==> config.mk <==
export PLATFORM = sky130hd
export DESIGN_NAME = hid_keycode_packer_flat
export DESIGN_NICKNAME = d
export VERILOG_FILES = /design/src/rtl/hid_keycode_packer_if.sv /design/src/rtl/hid_keycode_packer.sv /design/src/flat_wrapper.sv
export SDC_FILE = /design/constraint.sdc
export NUM_CORES = 1
export LEC_CHECK = 0
export BUFFER_PORTS_ARGS = -buffer_cell sky130_fd_sc_hd__buf_2
export CAP_MARGIN = 10
export CORE_MARGIN = 10
export CORE_UTILIZATION = 55
export CTS_CLUSTER_SIZE = 16
export DETAILED_ROUTE_END_ITERATION = 12
export PLACE_DENSITY_LB_ADDON = 0.05
export RECOVER_POWER = 50
export SLEW_MARGIN = 25
export SYNTH_ARGS = -nofsm -noshare
export SYNTH_HDL_FRONTEND = slang
export SYNTH_SLANG_ARGS = --single-unit
==> constraint.sdc <==
create_clock -name Clk -period 3.15 [get_ports Clk]
set_input_delay 0.4725 -clock Clk [delete_from_list [all_inputs] [get_ports Clk]]
set_output_delay 0.4725 -clock Clk [all_outputs]
set_load 0.02 [all_outputs]
==> src/rtl/hid_keycode_packer_if.sv <==
// Byte-stream input and packed keycode output bundle for hid_keycode_packer.
// slave = packer side, master = report source / keycode consumer side.
interface hid_keycode_packer_if;
  localparam int unsigned BYTE_W = 8;
  localparam int unsigned WORD_W = 32;

  logic [BYTE_W-1:0] s_data;
  logic              s_valid;
  logic              s_last;
  logic              s_ready;
  logic [WORD_W-1:0] keycode_word;
  logic [BYTE_W-1:0] modifiers;
  logic              word_valid;
  logic              err_short;
  logic              err_long;
  logic              err_rollover;

  modport slave (
    input  s_data, s_valid, s_last,
    output s_ready, keycode_word, modifiers, word_valid,
           err_short, err_long, err_rollover
  );

  modport master (
    output s_data, s_valid, s_last,
    input  s_ready, keycode_word, modifiers, word_valid,
           err_short, err_long, err_rollover
  );
endinterface

==> src/rtl/hid_keycode_packer.sv <==
// Packs HID boot-keyboard report bytes into an atomic 32-bit keycode word.
// Optional stale-report clear: define HID_KEYCODE_PACKER_TIMEOUT_EN.
module hid_keycode_packer #(
  parameter int unsigned REPORT_BYTES   = 8,
  parameter int unsigned SLOTS          = 4,
  parameter int unsigned TIMEOUT_CYCLES = 50_000_000
) (
  input  logic                  Clk,
  input  logic                  Reset,
  hid_keycode_packer_if.slave   bus
);

  localparam int unsigned WORD_W    = 32;
  localparam int unsigned SLOT_BITS = SLOTS * 8;
  localparam int unsigned IDX_W     = $clog2(REPORT_BYTES);
  localparam int unsigned CNT_W     = $clog2(SLOTS + 1);
  localparam logic [IDX_W-1:0] LAST_IDX = IDX_W'(REPORT_BYTES - 1);
  localparam logic [IDX_W-1:0] KEY_IDX0 = IDX_W'(2);
  localparam logic [CNT_W-1:0] SLOTS_C  = CNT_W'(SLOTS);
  localparam logic [7:0]       ROLLOVER_CODE = 8'h01;

  generate
    if (REPORT_BYTES < 3 || SLOTS < 1 || SLOT_BITS > WORD_W || TIMEOUT_CYCLES < 1) begin : g_bad_cfg
      $error("hid_keycode_packer: illegal parameter set");
    end
  endgenerate

  typedef enum logic [1:0] {
    COLLECT = 2'd0,
    DRAIN   = 2'd1,
    COMMIT  = 2'd2
  } state_t;

  state_t                 r_state, w_state_next;
  logic [IDX_W-1:0]       r_idx, w_idx_next;
  logic [7:0]             r_stage_mod, w_mod_next;
  logic [SLOTS-1:0][7:0]  r_slots, w_slots_next;
  logic [CNT_W-1:0]       r_cnt, w_cnt_next;
  logic                   r_roll, w_roll_next;

  logic                   w_xfer;
  logic                   w_commit, w_short, w_long, w_rollerr;
  logic                   w_tmo_fire;

  logic                   r_ready;
  logic [WORD_W-1:0]      r_keycode_word;
  logic [7:0]             r_modifiers;
  logic                   r_word_valid, r_err_short, r_err_long, r_err_rollover;

  assign w_xfer = bus.s_valid && r_ready;

  // State and staging registers
  always_ff @(posedge Clk or posedge Reset) begin
    if (Reset) begin
      r_state     <= COLLECT;
      r_idx       <= '0;
      r_stage_mod <= '0;
      r_slots     <= '0;
      r_cnt       <= '0;
      r_roll      <= 1'b0;
    end else begin
      r_state     <= w_state_next;
      r_idx       <= w_idx_next;
      r_stage_mod <= w_mod_next;
      r_slots     <= w_slots_next;
      r_cnt       <= w_cnt_next;
      r_roll      <= w_roll_next;
    end
  end

  // Next state; the commit outcome is decided on the edge that accepts the last byte
  always_comb begin
    w_state_next = r_state;
    w_idx_next   = r_idx;
    w_mod_next   = r_stage_mod;
    w_slots_next = r_slots;
    w_cnt_next   = r_cnt;
    w_roll_next  = r_roll;
    w_commit     = 1'b0;
    w_short      = 1'b0;
    w_long       = 1'b0;
    w_rollerr    = 1'b0;

    unique case (r_state)
      COLLECT: begin
        if (w_xfer) begin
          if (r_idx == '0) begin
            w_mod_next = bus.s_data;
          end else if (r_idx >= KEY_IDX0 && bus.s_data != '0) begin
            if (bus.s_data == ROLLOVER_CODE) w_roll_next = 1'b1;
            if (r_cnt < SLOTS_C) begin
              for (int k = 0; k < SLOTS; k++) begin
                if (CNT_W'(k) == r_cnt) w_slots_next[k] = bus.s_data;
              end
              w_cnt_next = r_cnt + CNT_W'(1);
            end
          end

          if (bus.s_last) begin
            if (r_idx == LAST_IDX) begin
              w_state_next = COMMIT;
              w_rollerr    = w_roll_next;
              w_commit     = !w_roll_next;
            end else begin
              w_short      = 1'b1;
              w_idx_next   = '0;
              w_mod_next   = '0;
              w_slots_next = '0;
              w_cnt_next   = '0;
              w_roll_next  = 1'b0;
            end
          end else if (r_idx == LAST_IDX) begin
            w_state_next = DRAIN;
          end else begin
            w_idx_next = r_idx + IDX_W'(1);
          end
        end
      end

      DRAIN: begin
        if (w_xfer && bus.s_last) begin
          w_long       = 1'b1;
          w_state_next = COLLECT;
          w_idx_next   = '0;
          w_mod_next   = '0;
          w_slots_next = '0;
          w_cnt_next   = '0;
          w_roll_next  = 1'b0;
        end
      end

      COMMIT: begin
        w_state_next = COLLECT;
        w_idx_next   = '0;
        w_mod_next   = '0;
        w_slots_next = '0;
        w_cnt_next   = '0;
        w_roll_next  = 1'b0;
      end

      default: begin
        w_state_next = COLLECT;
      end
    endcase
  end

`ifdef HID_KEYCODE_PACKER_TIMEOUT_EN
  localparam int unsigned       TMO_W   = $clog2(TIMEOUT_CYCLES + 1);
  localparam logic [TMO_W-1:0]  TMO_MAX = TMO_W'(TIMEOUT_CYCLES);

  logic [TMO_W-1:0] r_tmo;
  logic             w_load_evt;

  assign w_load_evt = w_commit | w_short | w_long | w_rollerr;

  // Stale-report counter; saturates so the clear fires once per idle stretch
  always_ff @(posedge Clk or posedge Reset) begin
    if (Reset) begin
      r_tmo <= '0;
    end else if (w_load_evt) begin
      r_tmo <= '0;
    end else if (r_tmo != TMO_MAX) begin
      r_tmo <= r_tmo + TMO_W'(1);
    end
  end

  assign w_tmo_fire = !w_load_evt && (r_tmo == TMO_MAX - TMO_W'(1)) &&
                      (r_keycode_word != '0 || r_modifiers != '0);
`else
  assign w_tmo_fire = 1'b0;
`endif

  // Registered outputs
  always_ff @(posedge Clk or posedge Reset) begin
    if (Reset) begin
      r_ready        <= 1'b1;
      r_keycode_word <= '0;
      r_modifiers    <= '0;
      r_word_valid   <= 1'b0;
      r_err_short    <= 1'b0;
      r_err_long     <= 1'b0;
      r_err_rollover <= 1'b0;
    end else begin
      r_ready        <= (w_state_next != COMMIT);
      r_word_valid   <= w_commit | w_tmo_fire;
      r_err_short    <= w_short;
      r_err_long     <= w_long;
      r_err_rollover <= w_rollerr;
      if (w_commit) begin
        r_keycode_word <= WORD_W'(w_slots_next);
        r_modifiers    <= w_mod_next;
      end else if (w_tmo_fire) begin
        r_keycode_word <= '0;
        r_modifiers    <= '0;
      end
    end
  end

  assign bus.s_ready      = r_ready;
  assign bus.keycode_word = r_keycode_word;
  assign bus.modifiers    = r_modifiers;
  assign bus.word_valid   = r_word_valid;
  assign bus.err_short    = r_err_short;
  assign bus.err_long     = r_err_long;
  assign bus.err_rollover = r_err_rollover;

endmodule

==> src/flat_wrapper.sv <==
// flat-port wrapper written by rule: the top's interface ports become plain ports
module hid_keycode_packer_flat 
#(
  parameter int unsigned REPORT_BYTES   = 8,
  parameter int unsigned SLOTS          = 4,
  parameter int unsigned TIMEOUT_CYCLES = 50_000_000
)
  (Clk, Reset, bus_s_data, bus_s_valid, bus_s_last, bus_s_ready, bus_keycode_word, bus_modifiers, bus_word_valid, bus_err_short, bus_err_long, bus_err_rollover);
  hid_keycode_packer_if bus_i ();
  input  logic Clk;
  input  logic Reset;
  input wire logic [$bits(bus_i.s_data)-1:0] bus_s_data;
  input wire logic [$bits(bus_i.s_valid)-1:0] bus_s_valid;
  input wire logic [$bits(bus_i.s_last)-1:0] bus_s_last;
  output wire logic [$bits(bus_i.s_ready)-1:0] bus_s_ready;
  output wire logic [$bits(bus_i.keycode_word)-1:0] bus_keycode_word;
  output wire logic [$bits(bus_i.modifiers)-1:0] bus_modifiers;
  output wire logic [$bits(bus_i.word_valid)-1:0] bus_word_valid;
  output wire logic [$bits(bus_i.err_short)-1:0] bus_err_short;
  output wire logic [$bits(bus_i.err_long)-1:0] bus_err_long;
  output wire logic [$bits(bus_i.err_rollover)-1:0] bus_err_rollover;
  assign bus_i.s_data = bus_s_data;
  assign bus_i.s_valid = bus_s_valid;
  assign bus_i.s_last = bus_s_last;
  assign bus_s_ready = bus_i.s_ready;
  assign bus_keycode_word = bus_i.keycode_word;
  assign bus_modifiers = bus_i.modifiers;
  assign bus_word_valid = bus_i.word_valid;
  assign bus_err_short = bus_i.err_short;
  assign bus_err_long = bus_i.err_long;
  assign bus_err_rollover = bus_i.err_rollover;
  hid_keycode_packer #(.REPORT_BYTES(REPORT_BYTES), .SLOTS(SLOTS), .TIMEOUT_CYCLES(TIMEOUT_CYCLES)) u_core (.Clk(Clk), .Reset(Reset), .bus(bus_i));
endmodule
==> reports/qor.yml, run 1 <==
outcome:
  outcome: "complete, but fails checks"
  violations_in_the_final_reports: "max-capacitance violations, max-slew violations"
cts:
  cts.hold.buffers_added: 0
  cts_max_path_buffers: 2
  numClockSinks: 94
  cts_inserted_buffers: 9
  clock_tree.root_cell: "sky130_fd_sc_hd__clkbuf_8"
  path_clk_slew_ns: 0.09
  tritoncts: "built"
  post-cts-setup-buffer-count: 0
  post_cts_resized: 0
  htree_levels: 3
  clock_latency_ns: 0.36
yosys:
  synth_top_cell_area_share_pct: 54.9
  synth-warning-count: 0
  syn-instance-count: 393
  synthesis.nets: 416
  synth_edf_count: 0
  synth-main-ff-cell: "sky130_fd_sc_hd__dfrtp_1"
  synth.ff_latch_count: 94
  synth-async-reset-ratio_pct: 100
  synth_area_mm2: 0.00424
  synth_area_leaders: "sky130_fd_sc_hd__dfrtp_1, sky130_fd_sc_hd__o211ai_1, sky130_fd_sc_hd__a31oi_1"
  synth_seq_area_share_pct: 55.6
  synthDominantAreaCellType: "sky130_fd_sc_hd__dfrtp_1"
  synth.lib_cells_used.distinct: 47
  synth.avg_cell_area_um2: 10.8
power_and_ir_drop:
  design_power_total_uw: 4110
  total_leakage_power_uw: 0.00239
  pwrdens_mw_per_mm2: 854
  ir_drop_uv: 443
placed_design:
  hpwl_after_detailed_placement_um: 7140
  placement.setup.worst_slack_ns: 0.630
  finalWeightedCongestion: 0.849
  port_buffers: 56
drt:
  detailedRoute.firstPassIterationCount: 5
  drt-initial-drc-count: 210
  route.final.wire_length_um: 10800
  drcViolationCount: 0
  detail_route.wl_per_cell_um: 19.7
  via_count: 3400
  final_ant_viol_nets: 0
  average_vias_per_placed_instance: 6.19
critical_path:
  rrSetupSlack_ns: 0.69
  endpoint: "u_core.bus.modifiers[5]$_DFFE_PP0P_"
  crit_chain: "ha_1, ha_1, and4b_1, nor3b_1, a22o_1, mux2_2"
  worst-path-stages: 6
  worst-path-buf-inv: 0
  most_frequent_cp_cell: "sky130_fd_sc_hd__ha_1"
  cp-startpoint: "u_core.r_idx[1]$_DFFE_PP0P_"
  crit_required_ns: 3.45
  crit_path_start_kind: "flop"
  timing.critical_path.arrival_ns: 2.76
  r2r-start: "u_core.r_idx[1]$_DFFE_PP0P_"
  cp_slowest_stage_delay_ns: 0.79
  timing.setup.critical_path_class: "reg -> reg"
  r2r_cells: 6
  critical_path_cell_with_the_highest_stage_delay: "sky130_fd_sc_hd__nor3b_1"
  worst-path-max-fanout: 8
  path_delay_family: "simple AND/OR/NAND/NOR gates"
  timing.critical_path.to_type: "flop"
  timing.rr.end: "u_core.bus.modifiers[5]$_DFFE_PP0P_"
floorplanning:
  std_cell_rows: 31
  dieArea_mm2: 0.0116
  initial_util_pct: 57.5
  core_outline_area_mm2: 0.00737
  fp.dieW_um: 108
  die_y_um: 108
  pin_count: 57
timing:
  clock.fmax_mhz: 407
  timing.max_slew.rel_slack_pct: -15.6
  finalSetupViolCount: 0
  maxSlewViolCount: 37
  setup_repair_after_global_routing_missed_its_margin: "false"
  fin_worst_skew_ns: 0.00827
  tns_ns: 0
  post-route-min-period_ns: 2.46
  post-route-worst-setup-slack_ns: 0.692
  finalCritPeriodShare_pct: 78.0
  report.final.hold_viol_count: 0
  worst_slew_pin_slew_ns: 1.72
global_routing:
  track_usage_pct: 19.2
  grt_max_degree: 59
  first_global_vias: 3419
  globalRoute.totalOverflow: 0
  antenna_found_initial: 0
  grt_first_pass_wirelength_um: 17900
final_layout:
  antenna-diode-count: 0
  layout_area_overhead_pct: 13.8
  post_route_cells_drive_above_1_share_pct: 18.2
  nets: 469
hold_path:
  hold-path-cell-count: 3
  min_path_type: "in -> reg"
run:
  max_cap_viol_count: 1
## worst register-to-register path: cells and delay by family (launching register included)
kind                       cells  cell delay (ns)
muxes                          1             0.16
and+or+nand+nor                2             1.12
AOI/OAI and AO/OA              1             0.29
adders and majority gates      2             0.44
DFF                            1             0.40
## flip-flops by register name, summed over array words and instances (netlist names), 2 cells and up
signal	cells
u_core.bus.keycode_word	32
u_core.r_slots	32
u_core.bus.modifiers	8
u_core.r_stage_mod	8
u_core.r_cnt	3
u_core.r_idx	3
u_core.r_state	2
## cells by family after synthesis
group / synth area share (%)
multiplexers: 3.69
flip-flops: 55.6
AO/OA/AOI/OAI: 19.9
AND/OR/NAND/NOR: 13.1
adder cells (fa/ha/maj): 3.25
buffers and inverters: 4.46
## cell usage after synthesis (all sizes together) (2+ instances only)
library cell and n:
nand2b 6, o21ai 6, mux2i 4, mux2 9, or4 2, o31ai 4
buf 7, nand4 2, and3 2, clkbuf 21, nor3b 3, dfrtp 93
inv 10, a22oi 2, nand2 38, o211ai 32, ha 11, a31oi 32
nor4 4, and4b 3, a21oi 34, a22o 8, nand3 34, nor2 5
and2 2, o22ai 2
## per-stage QoR
step / hold slack, ns / cell area [µm²] / util (%) / cells
after global placement: 0.481 / 4630 / 62.8 / 534
after CTS: 0.202 / 4840 / 65.7 / 549
after global routing: 0.463 / 4820 / 65.4 / 549
after floorplan: 0.460 / 4240 / - / 393
after detailed placement: 0.479 / 4630 / 62.8 / 534
final: 0.450 / 4820 / 65.4 / 549
## cell type report
cell class	instances	area, µm²
fillers	611	2550
flip-flops and latches	94	2350
multi-input cells	261	1720
repair buffers	70	373
clock buffers	10	128
well taps	99	124
clock inverters	5	83.8
inverters	10	38.8
## power breakdown
part | internal [µW] | total (µW) | leakage [µW] | switching, µW
clock network | 446 | 877 | 0.0000990 | 430
logic | 529 | 1610 | 0.000998 | 1080
registers | 1490 | 1630 | 0.00129 | 142
## worst min path at each step
stage                                    startpoint                                      end  slack (ns)
floorplan           u_core.r_stage_mod[4]$_DFF_PP0_          u_core.r_stage_mod[4]$_DFF_PP0_        0.46
global placement    u_core.r_stage_mod[7]$_DFF_PP0_          u_core.r_stage_mod[7]$_DFF_PP0_        0.48
detailed placement  u_core.r_stage_mod[4]$_DFF_PP0_          u_core.r_stage_mod[4]$_DFF_PP0_        0.48
CTS                                           Reset  u_core.bus.keycode_word[11]$_DFFE_PP0P_        0.20
global route                          bus_s_data[6]             u_core.r_slots[30]$_DFF_PP0_        0.46
finish                                bus_s_data[0]             u_core.r_slots[24]$_DFF_PP0_        0.45
## routing by layer
| metal | vias up | part of all wire [%] | global-route usage, % |
|---|---|---|---|
| met4 | 0 | 1.4 | 6.68 |
| met1 | 1699 | 44 | 24.8 |
| met2 | 106 | 48 | 31.6 |
| li1 | 1582 | - | - |
| met3 | 13 | 6.2 | 3.59 |
| met5 | - | 0 | 0 |
## layout by cell type, fill, tap and decap left out, types with 9 or more instances in the layout
| cell type | netlist | routed |
|---|---|---|
| sky130_fd_sc_hd__o211ai_1 | 32 | 32 |
| sky130_fd_sc_hd__a31oi_1 | 32 | 32 |
| sky130_fd_sc_hd__clkbuf_1 | 21 | 21 |
| sky130_fd_sc_hd__dfrtp_1 | 93 | 93 |
| sky130_fd_sc_hd__nand2_1 | 38 | 38 |
| sky130_fd_sc_hd__buf_4 | 0 | 13 |
| sky130_fd_sc_hd__inv_1 | 10 | 9 |
| sky130_fd_sc_hd__buf_2 | 1 | 36 |
| sky130_fd_sc_hd__a21oi_1 | 34 | 34 |
| sky130_fd_sc_hd__clkbuf_8 | 0 | 9 |
| sky130_fd_sc_hd__ha_1 | 11 | 11 |
| sky130_fd_sc_hd__nand3_1 | 34 | 34 |
(Power assumes the default switching activity.)
==> run 2: changes to the inputs <==
==> constraint.sdc (replaced) <==
create_clock -name Clk -period 2.6 [get_ports Clk]
set_input_delay 0.39 -clock Clk [delete_from_list [all_inputs] [get_ports Clk]]
set_output_delay 0.39 -clock Clk [all_outputs]
set_load 0.02 [all_outputs]
==> run 2 against run 1 <==
Net effect: the flow still finishes with violations (max-capacitance violations, max-slew violations); clock power rose by 15%; via count fell by 0.32%; non-clock buffer count rose by 7; flip-flop and latch count did not move; global-route usage fell by 0.62 points; critical path depth did not move; first-iteration DRC count fell by 0.48%; die area did not move; total power rose by 22%; critical path type unchanged; critical endpoint unchanged; largest cell class unchanged.
==> reports/qor.yml, run 2 (synthesis gave the netlist of run 1 again) <==
final_layout:
  layout.cells.most_common_list: "sky130_fd_sc_hd__dfrtp_1, sky130_fd_sc_hd__nand2_1, sky130_fd_sc_hd__buf_2"
  layout.cell_area.non_filler_mm2: 0.00486
  layout.cells.most_common: "sky130_fd_sc_hd__dfrtp_1"
  antenna-diode-count: 0
  layout_area_overhead_pct: 14.7
  seq_area_mm2: 0.00235
  multi_input_area_mm2: 0.00171
  nets: 476
  final_cell_count_no_fill: 557
  post_route_cells_drive_above_1_share_pct: 19.4
  fill_cells: 615
timing:
  timing.max_slew.rel_slack_pct: -36.0
  clock.fmax_mhz: 419
  post-route-min-period_ns: 2.39
  worst_slew_pin_slew_ns: 2.04
  report.final.hold_viol_count: 0
  fin_worst_skew_ns: 0.0105
  finalSetupViolCount: 0
  tns_ns: 0
  setup_repair_after_global_routing_missed_its_margin: "false"
  maxSlewViolCount: 95
  finalCritPeriodShare_pct: 91.9
  worst_hold_slack_ns: 0.372
critical_path:
  timing.critical_path.arrival_ns: 2.68
  timing.setup.critical_path_class: "reg -> reg"
  crit_path_start_kind: "flop"
  worst-path-max-fanout: 8
  crit_required_ns: 2.90
  timing.critical_path.to_type: "flop"
  r2r_cells: 6
power_and_ir_drop:
  pwrdens_mw_per_mm2: 1030
  share_seq_of_total_power_pct: 39.5
  ir_drop_uv: 526
  power.net_switching_uw: 2000
  power_frac_clock_pct: 20.2
  comb_power_share_pct: 40.3
  cell_internal_pwr_uw: 3000
  power_switching_share_pct: 40.0
  total_leakage_power_uw: 0.00243
floorplanning:
  initial_util_pct: 57.5
  die_y_um: 108
  std_cell_rows: 31
  fp.dieW_um: 108
  dieArea_mm2: 0.0116
  pin_count: 57
  core_outline_area_mm2: 0.00737
cts:
  clock_latency_ns: 0.36
  post_cts_resized: 0
  numClockSinks: 94
  clock_tree.root_cell: "sky130_fd_sc_hd__clkbuf_8"
  tritoncts: "built"
  post-cts-setup-buffer-count: 0
  path_clk_slew_ns: 0.09
  cts_inserted_buffers: 9
  cts_max_path_buffers: 2
  cts.hold.buffers_added: 0
  htree_levels: 3
global_routing:
  first_global_vias: 3329
  grt_first_pass_wirelength_um: 17400
  antenna_found_initial: 0
  globalRoute.totalOverflow: 0
  grt_max_degree: 95
  track_usage_pct: 18.6
drt:
  via_count: 3389
  final_ant_viol_nets: 0
  route.final.wire_length_um: 10800
  detailedRoute.firstPassIterationCount: 5
  detail_route.wl_per_cell_um: 19.4
  drcViolationCount: 0
  drt-initial-drc-count: 209
  average_vias_per_placed_instance: 6.08
outcome:
  outcome: "complete, but fails checks"
  violations_in_the_final_reports: "max-capacitance violations, max-slew violations"
placed_design:
  hpwl_after_detailed_placement_um: 7030
  finalWeightedCongestion: 0.826
  dpl-instance-area_mm2: 0.00469
  port_buffers: 56
  place_inst: 541
run:
  max_cap_viol_count: 1
hold_path:
  hold-path-cell-count: 2
  min_path_type: "in -> reg"
-- run 2: path summary, 6_finish.rpt --
path	from	endpoint	slack (ns)
max	u_core.r_idx[1]$_DFFE_PP0P_	u_core.bus.modifiers[5]$_DFFE_PP0P_	0.21
min	bus_s_last	u_core.r_state[0]$_DFF_PP0_	0.37
max reg2reg	u_core.r_idx[1]$_DFFE_PP0P_	u_core.bus.modifiers[5]$_DFFE_PP0P_	0.21
min reg2reg	u_core.r_stage_mod[6]$_DFF_PP0_	u_core.r_stage_mod[6]$_DFF_PP0_	0.51
max in group asynchronous	Reset	u_core.r_stage_mod[6]$_DFF_PP0_	0.60
min in group asynchronous	Reset	u_core.bus.keycode_word[7]$_DFFE_PP0P_	0.77
-- run 2: cell type report --
class | instances | area share, %
clock buffer | 11 | 3.12
tap | 99 | 2.55
sequential | 94 | 48.4
clock inverter | 5 | 1.16
timing repair buffer | 77 | 8.70
inverter | 10 | 0.798
multi-input combinational | 261 | 35.2
-- run 2: power by group through the flow --
stage / Combinational (µW) / Sequential [µW] / Clock, µW
detailed placement: 2030 / 2000 / 0
floorplan: 1110 / 2180 / 0
global route: 2210 / 2020 / 1080
global placement: 2010 / 1990 / 0
finish: 2020 / 1970 / 1010
CTS: 2040 / 1970 / 1010
-- run 2: routing by layer --
layer  share of wire [%]  vias up  GRT usage, %
li1                    -     1589             -
met1                  45     1696          24.4
met2                  49       93          30.6
met3                 5.5       11          3.83
met4                0.81        0          4.77
met5                   0        -             0
-- run 2: worst max-delay path: stages (launching register included) --
cell and delay, ns:
sky130_fd_sc_hd__dfrtp_1 0.41, sky130_fd_sc_hd__ha_1 0.17, sky130_fd_sc_hd__ha_1 0.15, sky130_fd_sc_hd__and4b_1 0.30
sky130_fd_sc_hd__o32ai_1 0.89, sky130_fd_sc_hd__a22o_1 0.27, sky130_fd_sc_hd__mux2_2 0.15
-- run 2: through the flow --
stage / setup WS (ns) / power, µW / util [%]
2_1_floorplan: 0.369 / 3290 / -
3_3_place_gp: 0.278 / 3990 / 63.7
3_5_place_dp: 0.235 / 4030 / 63.7
4_1_cts: 0.217 / 5020 / 66.5
5_1_grt: 0.0333 / 5310 / 65.9
6_report: 0.211 / 5000 / 65.9
